$ cat config.mk
export PLATFORM = sky130hd
export DESIGN_NAME = alu_cmd_issuer
export DESIGN_NICKNAME = d
export VERILOG_FILES = /design/src/rtl/alu_cmd_issuer.sv
export SDC_FILE = /design/constraint.sdc
export NUM_CORES = 1
export LEC_CHECK = 0
export ABC_AREA = 1
export CAP_MARGIN = 20
export CORE_AREA = 2 2 129 131
export CTS_BUF_LIST = sky130_fd_sc_hd__clkbuf_8 sky130_fd_sc_hd__clkbuf_16
export CTS_CLUSTER_DIAMETER = 150
export CTS_CLUSTER_SIZE = 30
export DETAILED_ROUTE_END_ITERATION = 16
export DIE_AREA = 0 0 131 133
export GPL_TIMING_DRIVEN = 0
export PLACE_DENSITY = 0.81
export SLEW_MARGIN = 20
export SYNTH_ARGS = -nofsm -noshare
export SYNTH_HDL_FRONTEND = slang
export SYNTH_SLANG_ARGS = --single-unit
export TNS_END_PERCENT = 20
$ cat constraint.sdc
create_clock -name i_clk -period 4.1 [get_ports i_clk]
set_input_delay 1.025 -clock i_clk [delete_from_list [all_inputs] [get_ports i_clk]]
set_output_delay 1.025 -clock i_clk [all_outputs]
set_load 0.005 [all_outputs]
$ cat src/rtl/alu_cmd_issuer.sv
// rtl/alu_cmd_issuer.sv - command FIFO and issuer driving a registered ALU, with one-entry result register
// Commands are issued one at a time; the result is captured after ALU_LAT edges and the flag class is checked.
module alu_cmd_issuer #(
    parameter int WIDTH   = 16,
    parameter int DEPTH   = 4,
    parameter int TAG_W   = 4,
    parameter int ALU_LAT = 1
) (
    input  logic                     i_clk,
    input  logic                     i_rst_n,
    input  logic                     i_cmd_valid,
    output logic                     o_cmd_ready,
    input  logic [WIDTH-1:0]         i_cmd_a,
    input  logic [WIDTH-1:0]         i_cmd_b,
    input  logic [3:0]               i_cmd_fun,
    input  logic [TAG_W-1:0]         i_cmd_tag,
    output logic [$clog2(DEPTH):0]   o_cmd_level,
    output logic [WIDTH-1:0]         o_alu_a,
    output logic [WIDTH-1:0]         o_alu_b,
    output logic [3:0]               o_alu_fun,
    input  logic [WIDTH-1:0]         i_alu_out,
    input  logic [3:0]               i_alu_flag,
    output logic                     o_res_valid,
    input  logic                     i_res_ready,
    output logic [WIDTH-1:0]         o_res_data,
    output logic [3:0]               o_res_flag,
    output logic [TAG_W-1:0]         o_res_tag,
    output logic                     o_flag_err
);

    localparam int AW = $clog2(DEPTH);
    localparam int CW = $clog2(ALU_LAT + 1);
    localparam int EW = 2 * WIDTH + 4 + TAG_W;
    localparam logic [AW:0] LVL_FULL = (AW + 1)'(DEPTH);
    localparam logic [3:0]  FUN_NOP  = 4'hF;

    typedef enum logic [1:0] {S_IDLE, S_WAIT, S_RESP} state_t;

    logic [EW-1:0]     r_mem [DEPTH];
    logic [AW-1:0]     r_wr_ptr;
    logic [AW-1:0]     r_rd_ptr;
    logic [AW:0]       r_level;

    state_t            r_state;
    logic [CW-1:0]     r_cnt;
    logic [TAG_W-1:0]  r_tag;
    logic [WIDTH-1:0]  r_alu_a;
    logic [WIDTH-1:0]  r_alu_b;
    logic [3:0]        r_alu_fun;
    logic              r_res_valid;
    logic [WIDTH-1:0]  r_res_data;
    logic [3:0]        r_res_flag;
    logic [TAG_W-1:0]  r_res_tag;
    logic              r_flag_err;

    logic              w_push;
    logic              w_pop;
    logic [EW-1:0]     w_head;
    logic [WIDTH-1:0]  w_head_a;
    logic [WIDTH-1:0]  w_head_b;
    logic [3:0]        w_head_fun;
    logic [TAG_W-1:0]  w_head_tag;

    function automatic logic [3:0] class_flag(input logic [3:0] fun);
        if (fun <= 4'd3)       return 4'b1000;
        else if (fun <= 4'd9)  return 4'b0100;
        else if (fun <= 4'd12) return 4'b0010;
        else                   return 4'b0001;
    endfunction

    assign o_cmd_ready = (r_level != LVL_FULL);
    assign w_push      = i_cmd_valid & o_cmd_ready;
    // Pops only from IDLE or on the result handshake, so a fresh push never bypasses the FIFO.
    assign w_pop       = (r_level != '0) &&
                         ((r_state == S_IDLE) || ((r_state == S_RESP) && i_res_ready));

    assign w_head     = r_mem[r_rd_ptr];
    assign w_head_a   = w_head[EW-1 -: WIDTH];
    assign w_head_b   = w_head[EW-1-WIDTH -: WIDTH];
    assign w_head_fun = w_head[TAG_W+3 -: 4];
    assign w_head_tag = w_head[TAG_W-1:0];

    always_ff @(posedge i_clk) begin
        if (w_push) begin
            r_mem[r_wr_ptr] <= {i_cmd_a, i_cmd_b, i_cmd_fun, i_cmd_tag};
        end
    end

    always_ff @(posedge i_clk or negedge i_rst_n) begin
        if (!i_rst_n) begin
            r_wr_ptr <= '0;
            r_rd_ptr <= '0;
            r_level  <= '0;
        end else begin
            if (w_push) r_wr_ptr <= r_wr_ptr + AW'(1);
            if (w_pop)  r_rd_ptr <= r_rd_ptr + AW'(1);
            case ({w_push, w_pop})
                2'b10:   r_level <= r_level + (AW + 1)'(1);
                2'b01:   r_level <= r_level - (AW + 1)'(1);
                default: r_level <= r_level;
            endcase
        end
    end

    always_ff @(posedge i_clk or negedge i_rst_n) begin
        if (!i_rst_n) begin
            r_state     <= S_IDLE;
            r_cnt       <= '0;
            r_tag       <= '0;
            r_alu_a     <= '0;
            r_alu_b     <= '0;
            r_alu_fun   <= FUN_NOP;
            r_res_valid <= 1'b0;
            r_res_data  <= '0;
            r_res_flag  <= '0;
            r_res_tag   <= '0;
            r_flag_err  <= 1'b0;
        end else begin
            case (r_state)
                S_IDLE: begin
                    if (w_pop) begin
                        r_alu_a   <= w_head_a;
                        r_alu_b   <= w_head_b;
                        r_alu_fun <= w_head_fun;
                        r_tag     <= w_head_tag;
                        r_cnt     <= CW'(ALU_LAT);
                        r_state   <= S_WAIT;
                    end
                end
                S_WAIT: begin
                    if (r_cnt != '0) begin
                        r_cnt <= r_cnt - CW'(1);
                    end else begin
                        r_res_data  <= i_alu_out;
                        r_res_flag  <= i_alu_flag;
                        r_res_tag   <= r_tag;
                        r_res_valid <= 1'b1;
                        r_flag_err  <= (r_alu_fun != FUN_NOP) &&
                                       (i_alu_flag != class_flag(r_alu_fun));
                        r_state     <= S_RESP;
                    end
                end
                S_RESP: begin
                    if (i_res_ready) begin
                        r_res_valid <= 1'b0;
                        if (w_pop) begin
                            r_alu_a   <= w_head_a;
                            r_alu_b   <= w_head_b;
                            r_alu_fun <= w_head_fun;
                            r_tag     <= w_head_tag;
                            r_cnt     <= CW'(ALU_LAT);
                            r_state   <= S_WAIT;
                        end else begin
                            r_state <= S_IDLE;
                        end
                    end
                end
                default: r_state <= S_IDLE;
            endcase
        end
    end

    assign o_cmd_level = r_level;
    assign o_alu_a     = r_alu_a;
    assign o_alu_b     = r_alu_b;
    assign o_alu_fun   = r_alu_fun;
    assign o_res_valid = r_res_valid;
    assign o_res_data  = r_res_data;
    assign o_res_flag  = r_res_flag;
    assign o_res_tag   = r_res_tag;
    assign o_flag_err  = r_flag_err;

endmodule

* Word-level counts from Yosys, hierarchy flattened
Memory sizes are Yosys's and may differ from the RTL's.
Cells that the tools add are included.
W data, S select, Z words.
** Storage, ports and cells
- Bits in writable memories :: 160
- Bits in read-only memories :: 0
- Register bits after elaboration :: 76
- Logic and storage cells :: 82
- Memories :: 1
- Latch bits :: 0
** Memories
- r_mem :: depth 4, bits a word 40, read ports 1, clocked after Yosys merged registers in 0, wr ports 1, line 39 : logic [EW-1:0] r_mem [DEPTH];
** Cells by class
- Div/mod/pow operators :: 0
- Order comparisons :: 3
- Reductions and logical operators :: 15
- Add/sub/neg operators :: 5
- Bitwise operators :: 2
- Multiply operators :: 0
- Multiplexer cells :: 32
- Eq/ne operators :: 10
- Shifts and indexed selects :: 0
** Operators by type and width (number)
- $mux W16 :: 4
- $pmux W16 S2 :: 2
- $mux W4 :: 7
- $pmux W4 S2 :: 2
- $le A4 B4 Y1 const B :: 2
- $mux W1 :: 8
- $mux W2 :: 4
- $ne A2 B2 Y1 const B :: 3
- $pmux W2 S3 :: 1
- $pmux W3 S2 :: 1
- $reduce_and A2 Y1 :: 3
- $reduce_and A3 Y1 :: 2
- $reduce_bool A2 Y1 :: 3
- $reduce_bool A3 Y1 :: 2
- $add A2 B1 Y2 const B :: 2
- $eq A2 B1 Y1 const B :: 2
- $eq A2 B2 Y1 const B :: 2
- $le A4 B2 Y1 const B :: 1
- $ne A4 B4 Y1 :: 1
- $ne A4 B4 Y1 const B :: 1
- $add A3 B1 Y3 const B :: 1
- $logic_and A1 B1 Y1 :: 3
- $mux W3 :: 1
- $ne A3 B3 Y1 const B :: 1
- other kinds (8) :: 8

* Logic depth before layout (Yosys ltp)
Gate-level depths: netlist of run 1.
- Depth after elaboration :: 8
- Depth in mapped cells :: 11
- Mapped depth without buffers :: 10

* Worst setup path before layout of run 1
OpenSTA, ideal clock, no wires.
- Kind :: input port to flip-flop
- Start :: input i_cmd_valid
- End :: memory r_mem[0][0] (netlist name) (enable)
- Path buffers :: 0
- Stages on the path :: 2
- Setup time :: 0.438 ns
- Required time :: 3.662 ns
- Data arrival time :: 2.892 ns
- Slack :: 0.771 ns
- Cell sequence :: nand2_1 > nor2_1
** On the way
- Cells in the longest elaborated chain, start to end :: 3
** RTL lines
- start: declaration :: line 11 : input logic i_cmd_valid,
- $and A1 B1 Y1 :: line 72 : assign w_push = i_cmd_valid & o_cmd_ready;
- $mux W1 :: line 84 : if (w_push) begin
- $mux W1 (implied by the code) :: line 85 : r_mem[r_wr_ptr] <= {i_cmd_a, i_cmd_b, i_cmd_fun, i_cmd_tag};
- end: declaration :: line 39
Every way passes these cells.

* Worst setup path after layout of run 1
- Start :: input i_res_ready
- End :: register r_level[2], in the netlist o_cmd_level[2]
** On the way
- Cells in the longest elaborated chain, start to end :: 5
- Elaborated cells between the ends (all ways) :: 7
** RTL lines
- start: declaration :: line 24 : input logic i_res_ready,
- $logic_and A1 B1 Y1 (*) :: line 75 : ((r_state == S_IDLE) || ((r_state == S_RESP) && i_res_ready));
- $logic_or A1 B1 Y1 (*) :: line 75
- $logic_and A1 B1 Y1 (*) :: line 74 : assign w_pop = (r_level != '0) &&
- via w_pop :: line 57 : logic w_pop;
- $eq A2 B1 Y1 or $eq A2 B2 Y1 (tied branches) :: line 97 : case ({w_push, w_pop})
- $pmux W3 S2 or $reduce_bool A2 Y1 (tied branches)
- end signal: assignment :: line 98 : 2'b10: r_level <= r_level + (AW + 1)'(1);
- end signal: assignment :: line 99 : 2'b01: r_level <= r_level - (AW + 1)'(1);
- end signal: assignment :: line 100 : default: r_level <= r_level;
- end: declaration :: line 42 : logic [AW:0] r_level;
Mark *: on every way through the listed nets, which the timed path passes. The rest lies on a longest branch.
A chain may end at the register's enable or synchronous reset.

==> out/qor.csv, run 1 <==
metric,value,unit
CP max stage cell,clkdlybuf4s50_1,
Nets,923,
CTS Buf Count,11,
Hold Buf Count CTS,0,
CP max stage delay,0.46,ns
Detail Placement HPWL,13.0,mm
via-per-instance ratio,5.48,
gr ovfl total,0,
RSZ-0062 raised after global routing,no,
Slew Limit Fails,0,
adder-cell share of the synthesized area,0.907,%
Post-Synth XOR/XNOR Area,0.481,%
Mapped Avg Cell Area,12.9,um^2
Die W,131,um
ratio of cells with drive above 1 in the final layout,9.57,%
worst r2r src,o_cmd_level[1]$_DFFE_PN0P_,
Post-CTS Resized,0,
Final setup violation count,0,
GPL Wtd Cong,0.790,
Worst Hold Class,register to register,
number of global-route vias before repair,5904,
post-CTS setup buffer count,0,
core area,16200,um^2
synth-to-layout area growth,22.6,%
Post-route DRC,0,
simple-gate share of the synthesized area,10.2,%
startpoint types,primary input,
crit path capture,o_cmd_level[2]$_DFFE_PN0P_,
initial antenna violation count,1,
Fmax,0.350,GHz
routed vias,5905,
global-route wire length before repair,30.5,mm
later-pin clock latency in the skew report,0.47,ns
"Cell Area, Synth",9100,um^2
register bit total from synthesis,236,
die outline height,133,um
CTS HTree Levels,1,
main combinational cell family by area after synthesis,simple AND/OR/NAND/NOR gates,
Worst Tran Pin Value,0.708,ns
row cnt,47,
Ports,130,
status,"finished, final reports clean",
min cycle time layout,2.86,ns
crit path kind,primary input to register,
Max Cap Viol,0,
R2R setup slack,1.84,ns
total power,8.28,mW
crit path DAT,3.22,ns
Synth Net Count,775,
I/O Buffers,129,
library cells used by synthesis,28,
Post-synth ARST share,32.2,%
r2r endpoint,o_cmd_level[2]$_DFFE_PN0P_,
Worst Reg2Reg Path Length in Cells,11,
CTS tree,yes,
final wirelength,19.9,mm
Setup crit end kind,register,
post-route ant nets,0,
crit-path max FO,10,
largest cells by area after synthesis,"edfxtp_1, dfrtp_1, nor2_1",
pin count of the biggest net entering global routing,48,
Syn Inst Count,705,
clk root buf,clkbuf_16,
critical-path cell list,"clkdlybuf4s50_1, inv_1, nand3_2, nand3_4, inv_4, buf_2, ha_1, inv_1, fa_1, a21oi_1, o21ai_0, xor2_1",
Yosys top cell by area,edfxtp_1,
Leakage,4.17,nW
Max clock buf depth,3,
clk_skew,0.0157,ns
Total GRT Usage,22.9,%
WL/cell,18.5,um
post-synthesis compound-gate area fraction,8.37,%
Inserted Diodes,0,
Worst Setup SP,i_res_ready,
Fin. Hold Viols,0,
Tcrit/Tclk final,69.8,%
Pre-Repair DR Iteration Count,5,
PwrDens,742,nW/um^2
area share of the largest cell type after synthesis,52.8,%
Final Hold Slack,0.494,ns
Post-synth EDFFs,160,
CTS sink count,236,
Main synth FF type,edfxtp_1,
Die Area,17400,um^2
peak supply drop,449,uV
"Top cell by count, worst path",inv_1,
Slew HR,52.7,%
sequential area share after synthesis,73.7,%
clk slew on worst S/H paths,0.11,ns
drt first-iter violations,465,
multiplexer share of the synthesized area,2.60,%
worst endpoint required time,4.46,ns
Yosys Warn Count,0,
initial core utilization,56.3,%
filler instances,1124,
cell type report:
type	count	area, um^2	area share (%)
plain buffers	37	231	2.07
clock buffers	12	300	2.69
clock inverters	5	18.8	0.168
inverters	27	106	0.953
multi-input cells	405	2080	18.7
flip-flops and latches	236	6710	60.1
well taps	220	275	2.47
repair buffers	135	1430	12.8
cell usage after synthesis (2+ instances only):
| master | count |
|---|---|
| mux2_4 | 12 |
| buf_6 | 7 |
| mux2_2 | 5 |
| a21oi_1 | 3 |
| o21ai_1 | 14 |
| inv_4 | 2 |
| o21ai_0 | 84 |
| buf_2 | 17 |
| dfstp_2 | 4 |
| nand2_1 | 39 |
| ha_1 | 5 |
| nand3_2 | 2 |
| nand3_1 | 4 |
| inv_2 | 2 |
| nor2_1 | 187 |
| edfxtp_1 | 160 |
| buf_4 | 5 |
| clkbuf_1 | 8 |
| o22ai_1 | 8 |
| xor2_1 | 4 |
| inv_1 | 23 |
| a31oi_1 | 33 |
| dfrtp_1 | 72 |
stage by stage:
step                area, um^2  utilization, %  setup WS [ns]  TNS, ns  std cells
finish                   11200            69.0           1.24        0       1077
global route             11200            69.0           1.01        0       1077
CTS                      11200            69.0           1.23        0       1077
detailed placement       10800            67.0          0.738        0       1060
global placement         10700            66.0          -1.05  -227.87       1054
floorplan                 9100               -          0.771        0        705
report_power, final:
part	internal (mW)	switching, mW	total [mW]
Combinational	1.56	1.91	3.47
Sequential	3.30	0.298	3.60
Clock	0.534	0.681	1.21
sequential cells by signal, summed over array words and instances, names as in the netlist:
register	flops
o_res_flag	4
o_alu_b	16
r_state	2
r_rd_ptr	2
o_res_data	16
o_flag_err	1
o_alu_fun	4
r_tag	4
r_wr_ptr	2
o_alu_a	16
o_res_tag	4
r_cnt	1
o_res_valid	1
o_cmd_level	3
r_mem	160
how the worst min path moves through the flow:
stage	from	end	slack (ns)	cells past startpoint
CTS	o_alu_fun[2]$_DFFE_PN1P_	o_alu_fun[2]$_DFFE_PN1P_	0.50	2
global placement	r_cnt$_DFFE_PN0P_	r_state[0]$_DFFE_PN0P_	0.45	2
global route	i_rst_n	o_res_data[11]$_DFFE_PN0P_	0.52	1
detailed placement	o_flag_err$_DFFE_PN0P_	o_flag_err$_DFFE_PN0P_	0.47	2
floorplan	r_cnt$_DFFE_PN0P_	r_state[0]$_DFFE_PN0P_	0.45	2
finish	o_alu_fun[2]$_DFFE_PN1P_	o_alu_fun[2]$_DFFE_PN1P_	0.49	2
critical path: cells and delay by family:
family | cells | cell delay [ns]
xor gates and xnor gates | 1 | 0.15
AOI/OAI and AO/OA | 2 | 0.23
buffers and inverters | 5 | 1.03
adders and majority gates | 2 | 0.56
and+or+nand+nor | 2 | 0.21
logic make-up after synthesis:
kind of cell    count (synthesis)
compound gates                142
xor+xnor                        5
fa+ha+maj                       6
buf+inv                        64
flops                         236
mux                            17
simple gates                  235
layer usage:
layer / up-vias / global-route usage [%] / part of all wire (%)
li1: 2739 / - / -
met1: 2861 / 30.4 / 39
met2: 279 / 39.6 / 51
met3: 26 / 3.80 / 8.7
met4: 0 / 5.85 / 1.4
met5: - / 0 / 0
cells in the final DEF, fill, tap and decap left out, types with 5 or more instances in the layout:
cell,n
a31oi_1,33
buf_2,17
buf_4,6
buf_6,7
clkbuf_1,8
clkbuf_16,12
clkdlybuf4s50_1,128
dfrtp_1,72
edfxtp_1,160
ha_1,5
inv_1,28
mux2_2,5
mux2_4,12
nand2_1,39
nor2_1,183
nor2_4,5
o21ai_0,84
o21ai_1,14
o22ai_1,8
Power figures use the tool's default switching activity.
==> run 2: changes to the inputs <==
Settings changed: CORE_AREA 2 2 129 131 to 2 2 133 135, DIE_AREA 0 0 131 133 to 0 0 135 137, PLACE_DENSITY 0.81 to 0.76.
Clock period 4.1 ns to 2.8 ns, I/O delays scaled along.
==> out/qor.csv, run 2 (synthesis gave the netlist of run 1 again) <==
metric,value,unit,change
Die Area,18500,um^2,+6.2%
Detail Placement HPWL,12.3,mm,-5.5%
most frequent cells in the layout,"nor2_1, edfxtp_1, clkdlybuf4s50_1",,
WL/cell,17.8,um,-3.6%
Leakage,4.15,nW,-0.44%
peak supply drop,824,uV,+83%
Ports,130,,unchanged
Hold Buf Count CTS,0,,unchanged
CTS Buf Count,11,,unchanged
crit-path max FO,10,,unchanged
PwrDens,1080,nW/um^2,+46%
post-route setup TNS,0,ns,unchanged
Slew Limit Fails,0,,unchanged
ratio of cells with drive above 1 in the final layout,9.47,%,-0.095 points
gr ovfl total,0,,unchanged
pin count of the biggest net entering global routing,42,,-13%
Tcrit/Tclk final,91.0,%,
filler instances,1282,,+14%
Nets,922,,-0.11%
drt first-iter violations,400,,-14%
Setup crit end kind,register,,
Pre-Repair DR Iteration Count,5,,unchanged
initial antenna violation count,1,,unchanged
Max clock buf depth,3,,unchanged
final instance area,11100,um^2,-0.25%
status,"finished, final reports clean",,
worst endpoint required time,3.16,ns,-1.30 ns
Post-CTS Resized,0,,unchanged
global-route wire length before repair,29.4,mm,-3.6%
clk root buf,clkbuf_16,,
post-route ant nets,0,,unchanged
Inserted Diodes,0,,unchanged
startpoint types,primary input,,
total power,12.1,mW,+46%
number of global-route vias before repair,5714,,-3.2%
CTS HTree Levels,1,,unchanged
Fmax,0.392,GHz,
Largest Register,r_mem,,
Post-route DRC,0,,unchanged
Die W,135,um,+3.1%
Total GRT Usage,20.7,%,-2.2 points
via-per-instance ratio,5.35,,-2.5%
later-pin clock latency in the skew report,0.47,ns,about the same
Final setup violation count,0,,unchanged
clk_skew,0.0118,ns,-0.00388 ns
max FFs per register,160,,unchanged
Max Cap Viol,0,,unchanged
core area,17100,um^2,+5.5%
CTS tree,yes,,
initial core utilization,53.4,%,-2.9 points
min cycle time layout,2.55,ns,
crit path DAT,2.91,ns,-0.31 ns
CTS sink count,236,,unchanged
die outline height,137,um,+3.0%
row cnt,48,,+2.1%
post-CTS setup buffer count,0,,unchanged
crit path kind,primary input to register,,
"leading cell type in the layout, fill and taps excluded",nor2_1,,
routed vias,5775,,-2.2%
Post-DP Area,10800,um^2,-0.26%
Fin. Hold Viols,0,,unchanged
final wirelength,19.2,mm,-3.3%
I/O Buffers,129,,unchanged
clk slew on worst S/H paths,0.11,ns,about the same
synth-to-layout area growth,22.3,%,
Worst Tran Pin Value,0.757,ns,+0.0487 ns
RSZ-0062 raised after global routing,no,,
GPL Wtd Cong,0.761,,-3.6%
Slew HR,49.4,%,-3.3 points
Worst Hold Class,primary input to async pin,,
run 2: cell types whose count changed in the layout (fill, tap and decap cells not counted):
cell       before  now
bufinv_16       0    1
buf_16          3    1
inv_1          28   27
clkbuf_16      12   11
buf_12          3    4
run 2: metal layers:
metal | GRT usage, % | up-vias | part of all wire [%]
met2 | 36.0 | 229 | 49
met1 | 26.7 | 2776 | 41
met5 | 0 | - | 0.068
met3 | 3.74 | 29 | 7.8
li1 | - | 2739 | -
met4 | 6.71 | 2 | 1.9
run 2: through the flow:
| stage | utilization [%] | std cells | hold WS (ns) | worst slack [ns] |
|---|---|---|---|---|
| 6_report | 65.3 | 1080 | 0.208 | 0.251 |
| 2_1_floorplan | - | 705 | 0.404 | -0.204 |
| 3_5_place_dp | 63.4 | 1064 | 0.464 | -0.228 |
| 3_3_place_gp | 62.6 | 1059 | 0.465 | -2.15 |
| 4_1_cts | 65.3 | 1080 | 0.222 | 0.258 |
| 5_1_grt | 65.3 | 1080 | 0.239 | 0.141 |
run 2: report_power, final:
group,total [mW],switching [mW],internal [mW]
clock network,1.82,0.999,0.816
registers,5.27,0.428,4.84
logic,4.99,2.72,2.26
total,12.1,4.15,7.92
run 2: area by class of cell:
cell class,instances,area [um^2],area share [%]
tap,225,282,2.53
sequential,236,6710,60.3
clock buffer,11,275,2.47
clock inverter,5,45.0,0.405
inverter,27,106,0.955
timing repair buffer,134,1400,12.5
buffer,37,231,2.08
multi-input combinational,405,2080,18.7
run 2: worst max-delay path, stage by stage:
cell and delay [ns]:
clkdlybuf4s50_1 0.46, inv_1 0.06, nand3_2 0.10, nand3_4 0.12, inv_4 0.14, buf_2 0.28
ha_1 0.19, inv_1 0.07, fa_1 0.38, a21oi_1 0.15, o21ai_0 0.11, xor2_1 0.15
run 2: worst paths after layout:
| check | startpoint | to | slack, ns | cells after the start |
|---|---|---|---|---|
| max in group asynchronous | i_rst_n | o_alu_fun[0]$_DFFE_PN1P_ | 1.93 | 2 |
| hold reg to reg | o_flag_err$_DFFE_PN0P_ | o_flag_err$_DFFE_PN0P_ | 0.49 | 2 |
| setup / recovery | i_res_ready | o_cmd_level[2]$_DFFE_PN0P_ | 0.25 | 12 |
| hold / removal | i_rst_n | o_alu_b[9]$_DFFE_PN0P_ | 0.21 | 1 |
| setup reg to reg | o_cmd_level[1]$_DFFE_PN0P_ | o_cmd_level[2]$_DFFE_PN0P_ | 0.49 | 9 |
| min in group i_clk | o_flag_err$_DFFE_PN0P_ | o_flag_err$_DFFE_PN0P_ | 0.49 | 2 |
